## src/rtl/frame_sync_param.sv

```systemverilog
// frame_sync_param: serial frame synchroniser with hunt/verify/lock/flywheel tracking.
//
// A SYNC_LEN-bit window (newest bit at the LSB, including the current input) is compared
// against SYNC_WORD. Up to MAX_ERR bit errors are tolerated. With INV_EN set, an inverted
// header is also accepted and the payload is inverted on the way out.
//
// Ports:
//   clk         - clock; one serial bit is sampled per rising edge
//   reset       - asynchronous, active-high reset
//   in          - serial data stream
//   out         - registered payload bit (polarity corrected)
//   out_enable  - out holds a valid payload bit
//   state       - 0 HUNT, 1 VERIFY, 2 LOCK, 3 FLYWHEEL
//   frame_start - one-cycle pulse alongside the first payload bit of each frame
//   polarity    - 1 when locked to the inverted header
//   hdr_errs    - bit-error count of the last accepted header
module frame_sync_param #(
   parameter logic [31:0] SYNC_WORD = 32'b10011011,
   parameter int unsigned SYNC_LEN  = 8,
   parameter int unsigned FRAME_LEN = 256,
   parameter int unsigned CONFIRM_N = 3,
   parameter int unsigned LOSE_M    = 3,
   parameter int unsigned MAX_ERR   = 0,
   parameter int unsigned INV_EN    = 0,
   localparam int unsigned ErrW     = $clog2(SYNC_LEN + 1)
) (
   input  logic            clk,
   input  logic            reset,
   input  logic            in,
   output logic            out,
   output logic            out_enable,
   output logic [1:0]      state,
   output logic            frame_start,
   output logic            polarity,
   output logic [ErrW-1:0] hdr_errs
);

   localparam int unsigned PosW = $clog2(FRAME_LEN);
   localparam int unsigned HitW = $clog2(CONFIRM_N + 1);
   localparam int unsigned MisW = $clog2(LOSE_M + 1);

   localparam logic [1:0] StHunt   = 2'd0;
   localparam logic [1:0] StVerify = 2'd1;
   localparam logic [1:0] StLock   = 2'd2;
   localparam logic [1:0] StFly    = 2'd3;

   localparam logic [SYNC_LEN-1:0] SyncTrue = SYNC_WORD[SYNC_LEN-1:0];
   localparam logic [SYNC_LEN-1:0] SyncInv  = ~SyncTrue;
   localparam logic [PosW-1:0]     PosLast  = PosW'(FRAME_LEN - 1);
   localparam logic [PosW-1:0]     PayLast  = PosW'(FRAME_LEN - SYNC_LEN);
   localparam logic [PosW-1:0]     PosOne   = PosW'(1);
   localparam logic [ErrW-1:0]     MaxErr   = ErrW'(MAX_ERR);
   localparam logic [HitW-1:0]     HitGoal  = HitW'(CONFIRM_N);
   localparam logic [MisW-1:0]     MisGoal  = MisW'(LOSE_M);

   logic [1:0]          state_q, state_d;
   logic [PosW-1:0]     pos_q, pos_d;
   logic [HitW-1:0]     hits_q, hits_d;
   logic [MisW-1:0]     misses_q, misses_d;
   logic [SYNC_LEN-1:0] shift_q, win;
   logic                pol_q, pol_d;
   logic [ErrW-1:0]     errs_q, errs_d;
   logic                out_q, out_d;
   logic                oe_q, oe_d;
   logic                fs_q, fs_d;

   logic [ErrW-1:0] err_t, err_i, err_lat;
   logic            match_t, match_i, hit_lat, chk_pt, go_hunt, pay_ok;

   // Compare window includes the bit arriving this cycle.
   assign win = {shift_q[SYNC_LEN-2:0], in};

   always_comb begin
      err_t = '0;
      err_i = '0;
      for (int i = 0; i < int'(SYNC_LEN); i++) begin
         err_t = err_t + ErrW'(win[i] ^ SyncTrue[i]);
         err_i = err_i + ErrW'(win[i] ^ SyncInv[i]);
      end
   end

   assign match_t = (err_t <= MaxErr);
   assign match_i = (INV_EN != 0) && (err_i <= MaxErr);
   assign chk_pt  = (pos_q == PosLast);
   // Once synchronised only the latched polarity counts as a header.
   assign hit_lat = pol_q ? match_i : match_t;
   assign err_lat = pol_q ? err_i : err_t;

   always_comb begin
      state_d  = state_q;
      hits_d   = hits_q;
      misses_d = misses_q;
      pol_d    = pol_q;
      errs_d   = errs_q;
      go_hunt  = 1'b0;
      pos_d    = chk_pt ? '0 : pos_q + PosOne;
      unique case (state_q)
         StHunt: begin
            if (match_t || match_i) begin
               pos_d   = '0;
               pol_d   = ~match_t;   // true header wins when both match
               hits_d  = HitW'(1);
               errs_d  = match_t ? err_t : err_i;
               state_d = (CONFIRM_N == 1) ? StLock : StVerify;
            end
         end
         StVerify: begin
            if (chk_pt) begin
               if (hit_lat) begin
                  errs_d = err_lat;
                  hits_d = hits_q + HitW'(1);
                  if (hits_d == HitGoal) state_d = StLock;
               end else begin
                  go_hunt = 1'b1;
               end
            end
         end
         StLock: begin
            if (chk_pt) begin
               if (hit_lat) begin
                  errs_d = err_lat;
               end else if (LOSE_M == 1) begin
                  go_hunt = 1'b1;
               end else begin
                  state_d  = StFly;
                  misses_d = MisW'(1);
               end
            end
         end
         StFly: begin
            if (chk_pt) begin
               if (hit_lat) begin
                  errs_d   = err_lat;
                  state_d  = StLock;
                  misses_d = '0;
               end else begin
                  misses_d = misses_q + MisW'(1);
                  if (misses_d == MisGoal) go_hunt = 1'b1;
               end
            end
         end
         default: state_d = StHunt;
      endcase
      if (go_hunt) begin
         state_d  = StHunt;
         hits_d   = '0;
         misses_d = '0;
         pol_d    = 1'b0;
      end
   end

   // Payload occupies next-pos 1..FRAME_LEN-SYNC_LEN; the rest of the frame is header.
   always_comb begin
      pay_ok = ((state_d == StLock) || (state_d == StFly)) &&
               (pos_d != '0) && (pos_d <= PayLast);
      out_d  = pay_ok & (in ^ pol_d);
      oe_d   = pay_ok;
      fs_d   = pay_ok && (pos_d == PosOne);
   end

   always_ff @(posedge clk or posedge reset) begin
      if (reset) begin
         state_q  <= StHunt;
         pos_q    <= '0;
         hits_q   <= '0;
         misses_q <= '0;
         shift_q  <= '0;
         pol_q    <= 1'b0;
         errs_q   <= '0;
         out_q    <= 1'b0;
         oe_q     <= 1'b0;
         fs_q     <= 1'b0;
      end else begin
         state_q  <= state_d;
         pos_q    <= pos_d;
         hits_q   <= hits_d;
         misses_q <= misses_d;
         shift_q  <= win;
         pol_q    <= pol_d;
         errs_q   <= errs_d;
         out_q    <= out_d;
         oe_q     <= oe_d;
         fs_q     <= fs_d;
      end
   end

   assign out         = out_q;
   assign out_enable  = oe_q;
   assign state       = state_q;
   assign frame_start = fs_q;
   assign polarity    = pol_q;
   assign hdr_errs    = errs_q;

endmodule

```

## config.mk

```make
export PLATFORM = sky130hd
export DESIGN_NAME = frame_sync_param
export DESIGN_NICKNAME = d
export VERILOG_FILES = /design/src/rtl/frame_sync_param.sv
export SDC_FILE = /design/constraint.sdc
export NUM_CORES = 1
export LEC_CHECK = 0
export ABC_AREA = 1
export CORE_ASPECT_RATIO = 0.9
export CORE_MARGIN = 2
export CORE_UTILIZATION = 45
export DETAILED_ROUTE_END_ITERATION = 16
export HOLD_SLACK_MARGIN = 0.15
export PLACE_DENSITY = 0.67
export SYNTH_ARGS = -nofsm -noshare
export SYNTH_HDL_FRONTEND = slang
export SYNTH_SLANG_ARGS = --single-unit
```

## constraint.sdc

```tcl
create_clock -name clk -period 3.8 [get_ports clk]
set_clock_uncertainty 0.1 [all_clocks]
set_input_delay 0.38 -clock clk [delete_from_list [all_inputs] [get_ports clk]]
set_output_delay 0.38 -clock clk [all_outputs]
set_load 0.02 [all_outputs]
```

==> impl_metrics.yaml, run 1 <==
sta:
  finalSetupViolCount: 2
  whs_ns: 0.2752
  setup_slack_ns: -0.02019
  slew_viol_final: 0
  slew_headroom_pct: 27.82
  worstMarginPinSlew_ns: 1.082
  hold_viol: 0
  max_freq_mhz: 261.8
  min_period_ns: 3.820
  rsz0062_at_grt: "yes"
  timing.final.crit_share_pct: 100.5
floorplan:
  io_pins: 13
  dieArea_mm2: 0.004263
  core_mm2: 0.003652
  die_w_um: 68.61
  rows: 21
  die_h_um: 62.15
  start_util_pct: 46.28
critical_path:
  crit_type: "reg2reg"
  critPathBufInv: 5
  cpLargestDelayFamily: "adder cells"
  crit_fanout: 5
  r2r_end: "misses_q[1]"
  crit_path_end_kind: "flip-flop"
  slowest_delay_ns: 0.52
  crit_path_frequent_cell: "fa_1"
  crit_chain: "inv_2 -> fa_1 -> inv_1 -> fa_1 -> fa_1 -> ha_2 -> inv_2 -> fa_1 -> inv_2 -> nor2_4 -> nand4_4 -> buf_4 -> o21ai_2 -> nand2_2 -> o21ai_2 -> o21ai_1"
  r2r_cells: 16
  arrival_ns: 3.88
  crit_slowest_cell: "fa_1"
  cp.required_ns: 3.86
  crit_path_start_kind: "flip-flop"
  r2r_slack_ns: -0.02
  r2r_start: "shift_q[1]"
pwr:
  p_int_w: 0.0005505
  power_density_mw_per_mm2: 351.0
  power_frac_clock_pct: 36.2
  leakage_nw: 1.196
  switchingPower_w: 0.0002245
  combPwrFrac_pct: 23.2
  swShare_pct: 28.97
  peakVddDrop_mv: 0.2731
  p_seq_share_pct: 40.7
  power.total_w: 0.0007751
route:
  first_pass_iters: 4
  dr.first_iter.drc_count: 45
  wl_per_cell_um: 11.54
  routed-via-count: 1284
  wl_um: 3196
  post-route-drc-count: 0
  detail-route-antenna-nets: 0
  vias_per_cell: 4.635
finish:
  multi_input_area_um2: 867.1
  diodes: 0
  instances_no_fill: 277
  area_growth_syn_to_layout_pct: 30.64
  drive_gt1_share_pct: 30.74
  fin_nets: 243
  register_area_um2: 725.7
  final.fill_count: 327
  design_area_mm2: 0.002208
hold_path:
  hold_class: "reg2reg"
  hp-start: "shift_q[2]"
  whs_endpoint: "shift_q[3]"
  holdPathStages: 0
logic_synthesis:
  ys_ff_latch: 29
  synth.area.top_cells: "dfrtp_1, inv_1, nand2_1, fa_1, ha_1"
  synth_top_area_cell: "dfrtp_1"
  async_flop_share_pct: 100.0
  synth_top_flop_cell: "dfrtp_1"
  synth_edf_count: 0
  ys_warn_count: 0
  netlist.area_leader.share_pct: 42.93
  syn_inst: 192
  synth_area_mm2: 0.001690
  syn_nets: 205
  yosysUniqueCellTypes: 28
  synth.avg_cell_area_um2: 8.804
  yosysSeqAreaShare_pct: 42.93
global_route:
  antenna_found_initial: 0
  grt_pass1_wl_um: 5354
  grt_pass1_vias: 1218
  grt_max_degree: 30
  grt_use_total_pct: 16.97
  overflow: 0
status:
  violations: "negative setup slack"
  status: "finished with violations"
place:
  place_ws_ns: -0.4212
  place_area_mm2: 0.001973
  dp_hpwl_um: 2221
  dp.cells: 264
  io_buffers: 12
  routabilityCongestion: 0.8358
clock_network:
  clock_latency_ns: 0.28
  cts_sinks: 29
  clk_pin_slew_ns: 0.06
  cts_buffer_depth: 2
  htreeDepth: 2
  cts-root-buf: "clkbuf_8"
  cts_buffers: 5
  cts_tree: "done"
job:
  maxCapViolCount: 0
-- power groups by stage --
stage	Clock [W]	Sequential [W]	Combinational [W]
after floorplan	0	0.000321	0.000111
after global placement	0	0.000321	0.000143
after detailed placement	0	0.000321	0.000147
after CTS	0.000289	0.000315	0.000162
after global routing	0.000301	0.000315	0.000198
final	0.000280	0.000315	0.000179
-- metrics by stage --
| step | utilization, % | setup TNS (ns) |
|---|---|---|
| 6_report | 60.47 | -0.02451 |
| 3_5_place_dp | 54.03 | -4.914 |
| 4_1_cts | 58.27 | -0.1004 |
| 5_1_grt | 60.47 | -1.641 |
| 2_1_floorplan | - | 0 |
| 3_3_place_gp | 54.03 | -3.677 |
-- layer usage --
layer	track usage (%)	part of all wire (%)	vias up
li1	-	-	668
met1	24.08	51	591
met2	24.52	44	22
met3	5.435	3.7	3
met4	5.250	1.3	0
met5	0	0	-
-- state kept, by name, summed over array words and instances (netlist names) --
signal / count
hdr_errs: 4
pos_q: 8
hits_q: 2
state: 2
out: 1
frame_start: 1
misses_q: 2
shift_q: 7
polarity: 1
out_enable: 1
-- how the worst max path moves through the flow --
stage	startpoint	end	slack, ns	cells past startpoint
floorplan	shift_q[1]	out	0.20	17
global placement	in	out_enable	-0.33	17
detailed placement	in	out	-0.42	17
CTS	shift_q[1]	out	-0.03	17
global route	shift_q[1]	misses_q[0]	-0.21	17
finish	shift_q[1]	misses_q[1]	-0.02	16
-- final cells by class --
cell class	instances	share of cell area [%]
clock inverters	1	0.2266
repair buffers	30	12.01
inverters	49	8.669
flip-flops and latches	29	32.86
multi-input cells	115	39.26
clock buffers	7	4.363
well taps	46	2.606
-- what timing repair did --
| action | CTS | global route |
|---|---|---|
| setup endpoints to repair | 5 | 14 |
| resized for setup | 9 | 23 |
| buffers inserted | 3 | 3 |
| endpoints found under the hold margin | 0 | 0 |
| pin swaps | 8 | 11 |
| gates cloned | 1 | 0 |
| hold buffers | 0 | 0 |
-- cell usage after synthesis (all sizes together) (2+ instances only) --
| cell type | count |
|---|---|
| nand3b | 4 |
| a21oi | 4 |
| xor2 | 3 |
| nand3 | 11 |
| o21bai | 2 |
| ha | 6 |
| nand2 | 44 |
| nand4 | 2 |
| dfrtp | 29 |
| inv | 48 |
| nor2 | 19 |
| fa | 4 |
| o21ai | 11 |
-- cell families after synthesis --
kind of cell | count (synthesis) | share of synthesized area (%)
flops | 29 | 42.93
simple gates | 81 | 27.16
fa+ha+maj | 10 | 9.178
buf+inv | 49 | 11.18
compound gates | 20 | 7.994
xor+xnor | 3 | 1.555
-- cell usage in the layout, fill, tap and decap left out, types with 3 or more instances in the layout --
master,n
nand3_2,4
clkbuf_8,7
nor2_1,11
inv_2,6
nand3_1,6
nand2_4,4
o21ai_2,3
dfrtp_1,29
clkdlybuf4s50_1,11
nand2_1,33
ha_1,5
nor2_2,5
xor2_1,3
nor2_4,3
buf_6,3
o21ai_1,5
buf_4,15
fa_1,4
inv_1,41
nand2_2,7
-- worst register-to-register path: stages (launching register included) --
cell	delay, ns
dfrtp_1	0.35
inv_2	0.04
fa_1	0.52
inv_1	0.05
fa_1	0.45
fa_1	0.50
ha_2	0.18
inv_2	0.04
fa_1	0.49
inv_2	0.05
nor2_4	0.21
nand4_4	0.18
buf_4	0.18
o21ai_2	0.11
nand2_2	0.06
o21ai_2	0.09
o21ai_1	0.10
(Power assumes the default switching activity.)
==> run 2, diff against run 1 <==
--- a/config.mk
+++ b/config.mk
@@ -11,7 +11,6 @@
 export CORE_UTILIZATION = 45
 export DETAILED_ROUTE_END_ITERATION = 16
 export HOLD_SLACK_MARGIN = 0.15
-export PLACE_DENSITY = 0.67
 export SYNTH_ARGS = -nofsm -noshare
 export SYNTH_HDL_FRONTEND = slang
 export SYNTH_SLANG_ARGS = --single-unit
==> constraint.sdc (replaced) <==
create_clock -name clk -period 4.2 [get_ports clk]
set_clock_uncertainty 0.1 [all_clocks]
set_input_delay 0.42 -clock clk [delete_from_list [all_inputs] [get_ports clk]]
set_output_delay 0.42 -clock clk [all_outputs]
set_load 0.02 [all_outputs]
==> impl_metrics.yaml, run 2 (synthesis gave the netlist of run 1 again) <==
sta:
  setup-tns-final_ns: 0
  timing.final.crit_share_pct: 95.23
  min_period_ns: 4.000
  max_freq_mhz: 250.0
  rsz0062_at_grt: "no"
  worstMarginPinSlew_ns: 1.056
  setup_slack_ns: 0.2005
  hold_viol: 0
  slew_headroom_pct: 29.51
  finalSetupViolCount: 0
  slew_viol_final: 0
route:
  first_pass_iters: 4
  dr.first_iter.drc_count: 44
  post-route-drc-count: 0
  vias_per_cell: 4.754
  routed-via-count: 1236
  wl_um: 3198
  wl_per_cell_um: 12.30
  detail-route-antenna-nets: 0
finish:
  instances_no_fill: 260
  largest_reg_flops: 8
  layout_common_cells: "inv_1, nand2_1, dfrtp_1"
  final.fill_count: 356
  area_growth_syn_to_layout_pct: 17.25
  drive_gt1_share_pct: 15.42
  fin_nets: 227
  final_util_pct: 54.27
  diodes: 0
  design_area_mm2: 0.001982
  top_register: "pos_q"
  final_common_cell: "inv_1"
floorplan:
  core_mm2: 0.003652
  die_h_um: 62.15
  rows: 21
  start_util_pct: 46.28
  io_pins: 13
  die_w_um: 68.61
  dieArea_mm2: 0.004263
place:
  routabilityCongestion: 0.8405
  dp.cells: 253
  place_ws_ns: -0.09763
  place_area_mm2: 0.001891
  dp_hpwl_um: 2494
  io_buffers: 12
status:
  status: "finished clean"
critical_path:
  crit_type: "in2reg"
  slowest_delay_ns: 0.49
  crit_fanout: 9
  arrival_ns: 4.07
  critPathBufInv: 4
  crit_chain: "clkdlybuf4s50_1 -> fa_1 -> inv_1 -> fa_1 -> fa_1 -> ha_1 -> inv_1 -> fa_1 -> inv_1 -> nor2_4 -> nand4_4 -> nand3_1 -> nand2_1 -> nor2_1 -> nand2_1 -> nand3_2 -> nor2_1"
  crit_path_end_kind: "flip-flop"
  crit_slowest_cell: "fa_1"
  cpLargestDelayFamily: "adder cells"
  crit_path_frequent_cell: "fa_1"
  cp.required_ns: 4.27
  crit_path_start_kind: "primary input"
clock_network:
  cts_buffer_depth: 2
  cts.repair.resized: 0
  cts_buffers: 5
  cts_sinks: 29
  clock_latency_ns: 0.28
  clk_pin_slew_ns: 0.05
  cts_tree: "done"
  cts-root-buf: "clkbuf_8"
  postCtsSetupBuffers: 0
  htreeDepth: 2
  postCtsHoldBufs: 0
pwr:
  leakage_nw: 1.074
  power_density_mw_per_mm2: 317.6
  peakVddDrop_mv: 0.2101
global_route:
  grt_use_total_pct: 18.09
  grt_pass1_vias: 1280
  antenna_found_initial: 0
  grt_max_degree: 30
  grt_pass1_wl_um: 5637
  overflow: 0
hold_path:
  hold_class: "reg2reg"
job:
  maxCapViolCount: 0
==> run 2: cell count changes in the layout (fill, tap and decap cells not counted), moves of 4 or more <==
cell / before / now
nor2_2: 5 / 0
nor2_1: 11 / 16
nand2_1: 33 / 38
inv_1: 41 / 45
buf_4: 15 / 3
==> run 2: layout make-up <==
cell class / count / area (um^2) / share of cell area, %
clock buffers: 7 / 86.33 / 4.356
inverters: 49 / 188.9 / 9.533
multi-input cells: 114 / 780.7 / 39.39
flip-flops and latches: 29 / 725.7 / 36.62
well taps: 46 / 57.56 / 2.904
repair buffers: 15 / 142.6 / 7.197
==> run 2: worst paths after layout <==
check,start,end,slack [ns],cells past startpoint
setup / recovery,in,out,0.20,17
hold / removal,shift_q[1],shift_q[2],0.27,0
setup reg to reg,shift_q[1],out,0.37,17
hold reg to reg,shift_q[1],shift_q[2],0.27,0
max in group asynchronous,reset,hits_q[0],2.76,2
min in group asynchronous,reset,out_enable,0.61,2
==> run 2: worst register-to-register path: cells and delay by family (launching register included) <==
family        cells  cell delay [ns]
fa+ha+maj         5             2.12
simple gates      8             0.95
flops             1             0.33
buf+inv           4             0.23
==> run 2: routing by layer <==
| metal | GRT usage, % | up-vias | routed length [um] | share of wire, % |
|---|---|---|---|---|
| li1 | - | 621 | - | - |
| met1 | 21.65 | 593 | 1412 | 44 |
| met2 | 29.21 | 15 | 1616 | 51 |
| met3 | 6.522 | 7 | 110 | 3.4 |
| met4 | 6.750 | 0 | 59 | 1.8 |
| met5 | 0 | - | 0 | 0 |
==> run 2: where the power goes <==
part | switching, W | leakage, nW | total (W) | internal [W]
sequential | 0.00000195 | 0.336 | 0.000285 | 0.000284
clock | 0.0000937 | 0.0443 | 0.000223 | 0.000129
combinational | 0.0000794 | 0.694 | 0.000121 | 0.0000414
==> run 2: stage by stage <==
stage	total power, W	hold slack [ns]
after CTS	0.0006407	0.2770
final	0.0006295	0.2726
after detailed placement	0.0004122	0.2604
after global routing	0.0006656	0.2830
after floorplan	0.0003905	0.2537
after global placement	0.0004075	0.2678
==> variant 1 (flow settings as in run 1) <==
`LOSE_M`: 3 -> 6.
--- a/src/rtl/frame_sync_param.sv
+++ b/src/rtl/frame_sync_param.sv
@@ -19,7 +19,7 @@
    parameter int unsigned SYNC_LEN  = 8,
    parameter int unsigned FRAME_LEN = 256,
    parameter int unsigned CONFIRM_N = 3,
-   parameter int unsigned LOSE_M    = 3,
+   parameter int unsigned LOSE_M    = 6,
    parameter int unsigned MAX_ERR   = 0,
    parameter int unsigned INV_EN    = 0,
    localparam int unsigned ErrW     = $clog2(SYNC_LEN + 1)
Behaviour: same outputs for any inputs over 10 cycles, from zero or initial values and one cycle with reset high; that may be too few to reach the edited logic, so the function may still have changed.
==> variant 1 against run 1 <==
  * The flow still finishes with violations (negative setup slack)
  * Synthesized cell count rose by 15%
  * Power rose by 0.19%
  * Design area rose by 6.0%
  * Area after synthesis rose by 5.1%
  * Utilization rose by 1.8 points
  * Routed wire length rose by 11%
  * Worst setup slack improved by 0.017 ns
  * Sequential cell count rose by 1
  * Worst hold slack got worse by 0.0015 ns
==> variant 1: results (changes against run 1) <==
stage;metric;value;unit;change
yosys;Netlist cell types;26;;was 28
worst_setup_path;R2R Path End;out;;was misses_q[1]
yosys;Cells after Synth;221;;was 192
yosys;Post-Synth Adder-Cell Area;9.437;%;was 9.178%
sta;PnR worst setup slack;-0.003382;ns;was -0.02019 ns
final_layout;layout cells sized above 1;26.59;%;was 30.74%
yosys;synth cell count leaders;inv_1, nand2_1, dfrtp_1, nor2_1, nand3_1;;unchanged
yosys;Mapped Nets;235;;was 205
sta;Worst Tran Pin Value;0.4955;ns;was 1.082 ns
placed_design;placed cell count;297;;was 264
route;vias;1428;;was 1284
yosys;xor and xnor area share after synthesis;0.4930;%;was 1.554%
route;initial drt markers;85;;was 45
placed_design;post-place setup slack;-0.4483;ns;was -0.4212 ns
yosys;register area share after synthesis;42.25;%;was 42.93%
placed_design;DP Wirelength;2.465;mm;was 2.221 mm
worst_setup_path;maximum fanout along the worst path;7;;was 5
run_status;violated checks;negative setup slack;;unchanged
yosys;synth top area cells;dfrtp_1, inv_1, nand2_1, ha_1, nor2_1;;was dfrtp_1, inv_1, nand2_1, fa_1, ha_1
pwr;peak supply drop;0.0002363;V;was 0.0002731 V
global_routing;vias in the first global route;1345;;was 1218
pwr;Pleak;0.001232;uW;was 0.001196 uW
final_layout;Final nets;280;;was 243
sta;setup violators final;3;;was 2
route;WL final;3.537;mm;was 3.196 mm
route;metal3 WL;148;um;was 119 um
sta;Setup TNS;-0.006517;ns;was -0.02451 ns
run_status;status;finished with violations;;unchanged
placed_design;dpl cell area;2090;sq um;was 1973 sq um
==> variant 1: cell types whose count changed after synthesis, sizes merged, moves of 2 or more <==
cell	change
o21ai	+3
nand2	+13
nand3b	-2
xor2	-2
nand3	+6
inv	+5
nor2	+8
==> variant 1: timing repair <==
item | 4_1_cts | 5_1_grt
pin swaps | 8 | 10
hold buffers | 0 | 0
gates cloned | 0 | 0
setup endpoints to repair | 8 | 14
gates resized for setup | 15 | 12
setup buffers | 4 | 4
==> variant 1: cells by family after synthesis <==
kind of cell	Yosys count
AND/OR/NAND/NOR	105
XOR/XNOR	1
adder cells (fa/ha/maj)	11
buffers and inverters	54
flip-flops	30
AO/OA/AOI/OAI	20
==> variant 1: area by class of cell <==
type	count	area (sq um)
fillers	322	1416
repair buffers	38	321.6
multi-input cells	137	917.1
clock buffers	7	86.33
well taps	46	57.56
clock inverters	1	5.005
flip-flops and latches	30	750.7
inverters	54	202.7
==> variant 1: worst min-delay path by stage <==
stage	to	startpoint	cells after the start	slack [ns]
2_1_floorplan	shift_q[1]	shift_q[0]	0	0.25
5_1_grt	shift_q[4]	shift_q[3]	0	0.30
3_5_place_dp	shift_q[3]	shift_q[2]	0	0.27
4_1_cts	shift_q[3]	shift_q[2]	0	0.28
3_3_place_gp	shift_q[4]	shift_q[3]	0	0.26
6_report	shift_q[3]	shift_q[2]	0	0.27
==> variant 1: per-layer routing <==
metal / GRT usage, % / vias to the layer above
met2: 24.41 / 27
li1: - / 758
met1: 24.95 / 638
met3: 4.640 / 5
met5: 0 / -
met4: 7.933 / 0
==> variant 1: power by group through the flow <==
stage	clock (uW)	sequential [uW]	combinational, uW
2_1_floorplan	0	332	107
3_3_place_gp	0	332	145
3_5_place_dp	0	332	147
4_1_cts	269	326	175
5_1_grt	284	326	211
6_report	259	326	192
==> variant 2 (config.mk and constraints of run 1) <==
Made on the original files. Reset style: synchronous (`reset`), changed in one clocked block. Comments in the files are not updated.
--- a/src/rtl/frame_sync_param.sv
+++ b/src/rtl/frame_sync_param.sv
@@ -158,7 +158,7 @@
       fs_d   = pay_ok && (pos_d == PosOne);
    end
 
-   always_ff @(posedge clk or posedge reset) begin
+   always_ff @(posedge clk) begin
       if (reset) begin
          state_q  <= StHunt;
          pos_q    <= '0;
Formal check against the unedited RTL: differs if reset is asserted again (counterexample within 10 cycles, from zero or initial values and one cycle with reset high); with reset held inactive, the same outputs for 10 cycles.
==> variant 2 against run 1 <==
  * Routed wire length shrank 3.4%
  * Sequential cell count stayed put
  * Design area shrank 8.9%
  * Power shrank 7.4%
  * Area after synthesis decreased by 13%
  * Utilization up 4.6 points
  * Sequential share of layout area is 3.9 points lower
  * Worst setup slack better by 0.052 ns
  * Final cell count stayed put
  * Clock power shrank 5%
  * Critical path type unchanged
  * Largest cell class unchanged
==> variant 2: results (changes against run 1) <==
stage;metric;value;unit;change
sta;Worst Tran Pin Value;0.8295;ns;was 1.082 ns
pwr;sequential share of power;44.7;%;was 40.7%
global_routing;met1 Use GR;22.07;%;was 24.08%
route;Wirelength per Cell;11.15;um;was 11.54 um
global_routing;grt met2 use;30.51;%;was 24.52%
cts;CTS resizes;15;;was 9
cts;Reg clk slew, reported paths;0.10;ns;was 0.06 ns
route;routed wl met2;1.465;mm;was 1.415 mm
route;routed vias/inst;4.726;;was 4.635
worst_setup_path;reg2reg setup slack;0.03;ns;was -0.02 ns
worst_hold_path;hold endpoint;shift_q[6];;was shift_q[3]
worst_hold_path;worst hold path startpoint;shift_q[5];;was shift_q[2]
pwr;Power Internal;528.4;uW;was 550.5 uW
yosys;post-synthesis compound-gate area fraction;7.167;%;was 7.994%
final_layout;FILL cells;258;;was 327
yosys;top_reg_cell synth;dfxtp_1;;was dfrtp_1
cts;CTS root buf;clkbuf_4;;was clkbuf_8
final_layout;Final nets;247;;was 243
yosys;Netlist cell types;26;;was 28
placed_design;post-place setup slack;-0.5752;ns;was -0.4212 ns
yosys;register area share after synthesis;39.59;%;was 42.93%
pwr;Comb group;131;uW;was 179 uW
yosys;synth cell count leaders;nor2_1, inv_1, nand2_1, dfxtp_1, nand3_1;;was inv_1, nand2_1, dfrtp_1, nor2_1, nand3_1
run_status;status;complete, no violations;;was finished with violations
global_routing;Tot GR Track Use;18.52;%;was 16.97%
cts;worst skew pair latency;0.34;ns;was 0.28 ns
global_routing;vias in the first global route;1257;;was 1218
yosys;async set or reset register ratio after synthesis;0;%;was 100.0%
worst_setup_path;worst r2r src;shift_q[1];;unchanged
route;post-route met1 wirelength;1.455;mm;was 1.618 mm
worst_setup_path;WP data arrival;3.91;ns;was 3.88 ns
cts;Post-CTS Setup Repair Bufs;1;;was 3
yosys;synth top area cells;dfxtp_1, nor2_1, inv_1, nand2_1, fa_1;;was dfrtp_1, inv_1, nand2_1, fa_1, ha_1
placed_design;routability cong.;0.8098;;was 0.8358
placed_design;DP Wirelength;2.224;mm;was 2.221 mm
worst_hold_path;Hold Path Depth;2;;was 0
worst_setup_path;maximum fanout along the worst path;3;;was 5
yosys;Post-Synth Adder-Cell Area;10.58;%;was 9.178%
worst_setup_path;FF-to-FF path depth;17;;was 16
final_layout;layout cells sized above 1;27.23;%;was 30.74%
yosys;Cells after Synth;192;;unchanged
pwr;peak supply drop;0.0002692;V;was 0.0002731 V
global_routing;first-pass GRT wire length;5.223;mm;was 5.354 mm
worst_setup_path;R2R Path End;out;;was misses_q[1]
yosys;xor and xnor area share after synthesis;1.195;%;was 1.554%
route;initial drt markers;62;;was 45
[variant 2: changes by cell type in the layout (fill, tap and decap cells not counted), sizes merged, moves of 3 or more]
| cell | before | now |
|---|---|---|
| dfrtp | 29 | 0 |
| dfxtp | 0 | 29 |
| nor2 | 19 | 37 |
| inv | 48 | 34 |
| nand2 | 44 | 34 |
| buf | 18 | 25 |
| nor3b | 0 | 4 |
| nand4 | 3 | 6 |
| o21ai | 11 | 8 |
[variant 2: worst max-delay path by stage]
stage,slack (ns),cells after the start,endpoint,start
after floorplan,0.09,17,out,shift_q[1]
after global placement,-0.47,15,out,in
after detailed placement,-0.58,17,out,in
after CTS,0.001,17,out,shift_q[1]
after global routing,-0.20,17,out,shift_q[1]
final,0.03,17,out,shift_q[1]
[variant 2: area by class of cell]
class	instances	area share (%)
well taps	42	2.612
clock buffers	7	2.736
flip-flops and latches	29	28.98
inverters	34	6.468
repair buffers	37	15.98
clock inverters	1	1.493
multi-input cells	127	41.73
[variant 2: logic make-up (layout without fill, tap and decap cells)]
family,after synthesis,after routing
AOI/OAI and AO/OA,18,18
xor gates and xnor gates,2,2
adders and majority gates,10,10
buffers and inverters,36,79
DFF,29,29
and+or+nand+nor,97,97
[variant 2: per-stage QoR]
step | setup TNS, ns | total power, uW | util (%) | hold slack [ns] | area [sq um]
after floorplan | 0 | 388.6 | - | 0.3074 | 1466
after global placement | -7.431 | 424.8 | 57.65 | 0.3229 | 1782
after detailed placement | -9.111 | 429.2 | 57.65 | 0.3407 | 1782
after CTS | 0 | 708.9 | 62.11 | 0.3560 | 1919
after global routing | -1.385 | 749.1 | 65.10 | 0.3744 | 2012
final | 0 | 717.6 | 65.10 | 0.3526 | 2012
